**src/rtl/bf16_pkg.sv**
```systemverilog
// bf16_pkg: shared BF16 widths, constants, FSM state and class flags
package bf16_pkg;
    localparam int EXP_W = 8;
    localparam int FRAC_W = 7;
    localparam int EXP_BIAS = 127;
    localparam logic [15:0] BF16_QNAN = 16'h7FC0;
    localparam logic [15:0] BF16_PINF = 16'h7F80;
    localparam logic [15:0] BF16_NINF = 16'hFF80;
    typedef enum logic [2:0] {IDLE, CLASSIFY, DIV, NORM, DONE} state_t;
    typedef struct packed {
        logic nan;
        logic inf;
        logic zero;
    } bf16_class_t;
endpackage

```
**src/rtl/bf16_divider_if.sv**
```systemverilog
// bf16_divider_if: operand/result handshake bus (in_valid/in_ready, A, B, out_valid/out_ready, O, dz)
interface bf16_divider_if;
    logic in_valid, in_ready, out_valid, out_ready, dz;
    logic [15:0] A, B, O;
    modport master (output in_valid, A, B, out_ready, input in_ready, out_valid, O, dz);
    modport slave (input in_valid, A, B, out_ready, output in_ready, out_valid, O, dz);
endinterface

```
**src/rtl/bf16_special_classify.sv**
```systemverilog
// bf16_special_classify: decode NaN/inf/zero of a BF16 magnitude x[14:0] (subnormals count as zero) into c
module bf16_special_classify
    import bf16_pkg::*;
(
    input  logic [14:0]  x,
    output bf16_class_t  c
);
    assign c.nan = (&x[14:7]) & (|x[6:0]);
    assign c.inf = (&x[14:7]) & ~(|x[6:0]);
    assign c.zero = ~(|x[14:7]);
endmodule

```
**src/rtl/bf16_divider.sv**
```systemverilog
// bf16_divider: iterative BF16 divider O=A/B with dz flag; ports clk, rst, bus (slave side of bf16_divider_if)
module bf16_divider
    import bf16_pkg::*;
#(
    parameter bit ROUND_EN = 1'b0
) (
    input logic           clk,
    input logic           rst,
    bf16_divider_if.slave bus
);
    state_t state;
    logic [15:0] ra, rb, spec_o, norm_o;
    logic signed [9:0] e, en, ef;
    logic [7:0] mb, mant;
    logic [8:0] rem, rem_sub, qn;
    logic [9:0] q;
    logic [3:0] cnt;
    logic s, nan_case, special, dz_n, ge, up, st;
    bf16_class_t ca, cb;

    bf16_special_classify u_ca (.x(ra[14:0]), .c(ca));
    bf16_special_classify u_cb (.x(rb[14:0]), .c(cb));

    assign bus.in_ready = state == IDLE;

    always_comb begin
        s = ra[15] ^ rb[15];
        nan_case = ca.nan | cb.nan | (ca.zero & cb.zero) | (ca.inf & cb.inf);
        special = nan_case | ca.inf | cb.zero | ca.zero | cb.inf;
        dz_n = ~nan_case & ~ca.inf & cb.zero;
        spec_o = nan_case ? BF16_QNAN : (ca.inf | cb.zero) ? (s ? BF16_NINF : BF16_PINF) : {s, 15'h0};
        ge = rem >= {1'b0, mb};
        rem_sub = ge ? rem - {1'b0, mb} : rem;
        qn = q[9] ? q[8:0] : {q[7:0], 1'b0};
        en = q[9] ? e : e - 10'sd1;
        st = qn[0] | (|rem);
        up = ROUND_EN && qn[1] && (st || qn[2]);
        mant = {1'b0, qn[8:2]} + {7'd0, up};
        ef = en + {9'd0, mant[7]};
        norm_o = ef >= 10'sd255 ? {s, 8'hFF, 7'h0} : ef <= 10'sd0 ? {s, 15'h0} : {s, ef[7:0], mant[6:0]};
    end

    always_ff @(posedge clk) begin
        if (rst) begin
            state <= IDLE;
            bus.out_valid <= 1'b0;
            bus.O <= 16'h0;
            bus.dz <= 1'b0;
            cnt <= 4'd0;
        end else begin
            case (state)
                IDLE: if (bus.in_valid) begin
                    ra <= bus.A;
                    rb <= bus.B;
                    state <= CLASSIFY;
                end
                CLASSIFY: if (special) begin
                    bus.O <= spec_o;
                    bus.dz <= dz_n;
                    bus.out_valid <= 1'b1;
                    state <= DONE;
                end else begin
                    e <= {2'b0, ra[14:7]} - {2'b0, rb[14:7]} + 10'(EXP_BIAS);
                    mb <= {1'b1, rb[6:0]};
                    rem <= {2'b01, ra[6:0]};
                    q <= 10'd0;
                    cnt <= 4'd0;
                    state <= DIV;
                end
                DIV: begin
                    rem <= rem_sub << 1;
                    q <= {q[8:0], ge};
                    cnt <= cnt == 4'd9 ? 4'd0 : cnt + 4'd1;
                    state <= cnt == 4'd9 ? NORM : DIV;
                end
                NORM: begin
                    bus.O <= norm_o;
                    bus.out_valid <= 1'b1;
                    state <= DONE;
                end
                DONE: if (bus.out_ready) begin
                    bus.out_valid <= 1'b0;
                    bus.dz <= 1'b0;
                    state <= IDLE;
                end
                default: state <= IDLE;
            endcase
        end
    end
endmodule

```
**src/flat_wrapper.sv**
```systemverilog
// flat-port wrapper written by rule: the top's interface ports become plain ports
module bf16_divider_flat import bf16_pkg::*;
#(
    parameter bit ROUND_EN = 1'b0
)
  (clk, rst, bus_in_valid, bus_A, bus_B, bus_out_ready, bus_in_ready, bus_out_valid, bus_O, bus_dz);
  bf16_divider_if bus_i ();
  input logic clk;
  input logic rst;
  input wire logic [$bits(bus_i.in_valid)-1:0] bus_in_valid;
  input wire logic [$bits(bus_i.A)-1:0] bus_A;
  input wire logic [$bits(bus_i.B)-1:0] bus_B;
  input wire logic [$bits(bus_i.out_ready)-1:0] bus_out_ready;
  output wire logic [$bits(bus_i.in_ready)-1:0] bus_in_ready;
  output wire logic [$bits(bus_i.out_valid)-1:0] bus_out_valid;
  output wire logic [$bits(bus_i.O)-1:0] bus_O;
  output wire logic [$bits(bus_i.dz)-1:0] bus_dz;
  assign bus_i.in_valid = bus_in_valid;
  assign bus_i.A = bus_A;
  assign bus_i.B = bus_B;
  assign bus_i.out_ready = bus_out_ready;
  assign bus_in_ready = bus_i.in_ready;
  assign bus_out_valid = bus_i.out_valid;
  assign bus_O = bus_i.O;
  assign bus_dz = bus_i.dz;
  bf16_divider #(.ROUND_EN(ROUND_EN)) u_core (.clk(clk), .rst(rst), .bus(bus_i));
endmodule
```
**config.mk**
```make
export PLATFORM = sky130hd
export DESIGN_NAME = bf16_divider_flat
export DESIGN_NICKNAME = d
export VERILOG_FILES = /design/src/rtl/bf16_pkg.sv /design/src/rtl/bf16_divider_if.sv /design/src/rtl/bf16_special_classify.sv /design/src/rtl/bf16_divider.sv /design/src/flat_wrapper.sv
export SDC_FILE = /design/constraint.sdc
export NUM_CORES = 1
export LEC_CHECK = 0
export CORE_ASPECT_RATIO = 1.75
export CORE_MARGIN = 4
export CORE_UTILIZATION = 40
export CTS_CLUSTER_SIZE = 24
export DETAILED_ROUTE_END_ITERATION = 8
export SLEW_MARGIN = 20
export SYNTH_ARGS = -nofsm -noshare
export SYNTH_HDL_FRONTEND = slang
export SYNTH_HIERARCHICAL = 1
export SYNTH_SLANG_ARGS = --single-unit
```
**constraint.sdc**
```tcl
create_clock -name clk -period 3.27 [get_ports clk]
set_clock_uncertainty 0.15 [all_clocks]
set_input_delay 0.327 -clock clk [delete_from_list [all_inputs] [get_ports clk]]
set_output_delay 0.327 -clock clk [all_outputs]
set_load 0.02 [all_outputs]
```
==> qor.yml <==
outcome: "finished clean"
drv_slew: 0
start_util_pct: 40.7
cts_num_sinks: 93
h-tree-depth: 3
cts_tree: "yes"
drt-initial-drc-count: 105
ir_drop_mv: 0.302
place_inst: 633
cap_violations: 0
endpoint_kind: "flip-flop"
grt.overflow.total: 0
setup_tns_ns: 0
dp_hpwl_um: 7630
period_share_pct: 92.9
synth_edf_count: 68
dr.pass1.iters: 4
post_cts_buffers: 0
min_from: "u_core/bus.O[3]$_SDFFE_PP0P_"
hold_class: "reg2reg"
drive_gt1_share_pct: 7.23
worstMarginPinSlew_ns: 0.643
netlist.area_leader.share_pct: 42.1
max_stage_delay_ns: 0.60
clk_pin_slew_worst_paths_ns: 0.07
area_growth_pct: 21.0
vias: 3538
synthArstFlopShare_pct: 0
antenna_found_initial: 0
rsz0062_at_grt: "no"
grt_pass1_vias: 3408
syn_area_um2: 4850
worstPathCellList: "nor4_1 > a211oi_1 > or4_1 > nor4_2 > nand2_1 > a21o_1 > nor2_1 > buf_4"
synthCells: 449
top_layer: "met4"
ys_ff_latch: 93
die_w_um: 91.3
wl_per_cell_um: 15.0
ys_types: 61
r2r_slack_ns: 0.23
setup_viol_count_final: 0
clock_latency_ns: 0.34
r2r_cells: 8
stdcell_area_um2: 5870
dieArea_um2: 14000
hold_violations: 0
numPortBuffers: 54
wirelength_um: 9740
hold_end: "u_core/bus.O[3]$_SDFFE_PP0P_"
ys_warn_count: 6
place_area_um2: 5550
wl_met1_um: 3810
root_buffer: "clkbuf_16"
ff_latch_area_um2: 2540
cp_slowest_cell: "or4_1"
total_leakage_power_nw: 2.19
vias_per_cell: 5.45
drc: 0
timing.fmax_mhz: 329
maxSlewHeadroom_pct: 57.0
ys.flop_type: "edfxtp_1"
io_pins: 55
die_h_um: 154
n_antenna_cell: 0
cts.path.max_buffers: 2
critPathLaunchType: "flip-flop"
critPathKind: "reg2reg"
fillers: 1099
critPathLaunch: "u_core/rb[2]$_DFFE_PP_"
final_cells: 649
power_density_nw_per_um2: 481
grt_pass1_wl_um: 15600
hold_depth: 2
cts_buffers: 9
timing.rr.end: "u_core/rem[7]$_SDFFCE_PN1P_"
final_common_cell: "edfxtp_1"
fin_crit_ns: 3.04
nets: 564
gp_congestion: 0.855
synth_area_per_cell_um2: 10.8
antenna_left: 0
core_area_um2: 11900
wl_met3_um: 378
worstPathRequired_ns: 3.14
grt_use_total_pct: 14.1
ys_top_cells_by_area: "edfxtp_1, dfxtp_1, ha_1, nor2_1, xnor2_1"
holdBufCountCts: 0
synth-seq-area-share_pct: 52.4
crit_fanout: 19
multi_input_area_um2: 2140
yosys.area.top_type: "edfxtp_1"
layout_common_cells: "edfxtp_1, clkdlybuf4s50_1, nor2_1"
syn_nets: 506
crit_arrival_ns: 2.91
rr_startpoint: "u_core/rb[2]$_DFFE_PP_"
grt_max_degree: 33
wl_met2_um: 5210
num_rows: 53
-- sequential cells by signal, summed over array words and instances (netlist names) --
| signal | cells |
|---|---|
| u_core/q | 10 |
| u_core/bus.dz | 1 |
| u_core/rb | 16 |
| u_core/rem | 9 |
| u_core/mb | 7 |
| u_core/state | 3 |
| u_core/ra | 16 |
| u_core/e | 10 |
| u_core/cnt | 4 |
| u_core/bus.O | 16 |
| u_core/bus.out_valid | 1 |
-- cell usage after synthesis, drive strengths merged (11+ instances only) --
cell type,n
a21oi,22
dfxtp,25
edfxtp,68
ha,19
inv,30
mux2i,11
nand2,29
nor2,42
nor3,14
o21ai,20
xnor2,15
-- where the power goes --
group	internal (mW)	switching [mW]
Combinational	0.159	0.179
Sequential	1.33	0.0435
Clock	0.672	0.441
Total	2.16	0.663
-- critical path, delay by kind of cell, from the launching register on --
family / cells / cell delay (ns)
AO/OA/AOI/OAI: 2 / 0.44
flip-flops: 1 / 0.40
AND/OR/NAND/NOR: 5 / 1.46
buffers and inverters: 1 / 0.27
-- per-layer routing --
layer	global-route usage, %	vias to the layer above
met3	1.91	22
met5	0	-
met4	8.63	0
met2	26.2	94
met1	14.8	1635
li1	-	1787
-- stage by stage --
step / setup slack (ns) / hold WS, ns / util (%) / total power, mW
floorplan: 0.0238 / 0.276 / - / 1.62
global placement: 0.204 / 0.286 / 46.5 / 1.73
detailed placement: 0.149 / 0.293 / 46.5 / 1.74
CTS: 0.132 / 0.310 / 49.2 / 2.85
global route: 0.00417 / 0.339 / 49.2 / 2.94
finish: 0.232 / 0.302 / 49.2 / 2.83
-- area by class of cell --
cell class,count,share of cell area [%]
flip-flops and latches,93,43.3
well taps,137,2.92
clock inverters,7,1.62
inverters,30,1.92
multi-input cells,313,36.5
repair buffers,60,9.97
clock buffers,9,3.83
-- kinds of logic after synthesis --
| logic type | count (synthesis) | synth area share (%) |
|---|---|---|
| xor gates and xnor gates | 22 | 3.97 |
| buffers and inverters | 43 | 3.66 |
| AOI/OAI and AO/OA | 97 | 14.2 |
| muxes | 11 | 2.27 |
| DFF | 93 | 52.4 |
| adders and majority gates | 21 | 5.72 |
| and+or+nand+nor | 162 | 17.8 |
-- repair_timing --
item,in CTS,in global routing
resized for setup,0,1
setup endpoints to repair,0,19
endpoints found under the hold margin,0,0
-- how the worst max path moves through the flow --
stage / to / slack (ns) / cells past startpoint
detailed placement: u_core/rem[7]$_SDFFCE_PN1P_ / 0.15 / 8
finish: u_core/rem[7]$_SDFFCE_PN1P_ / 0.23 / 8
floorplan: u_core/q[0]$_SDFFCE_PN0P_ / 0.02 / 7
global placement: u_core/rem[7]$_SDFFCE_PN1P_ / 0.20 / 8
CTS: u_core/rem[7]$_SDFFCE_PN1P_ / 0.13 / 8
global route: u_core/rem[7]$_SDFFCE_PN1P_ / 0.004 / 8
(Power assumes the default switching activity.)
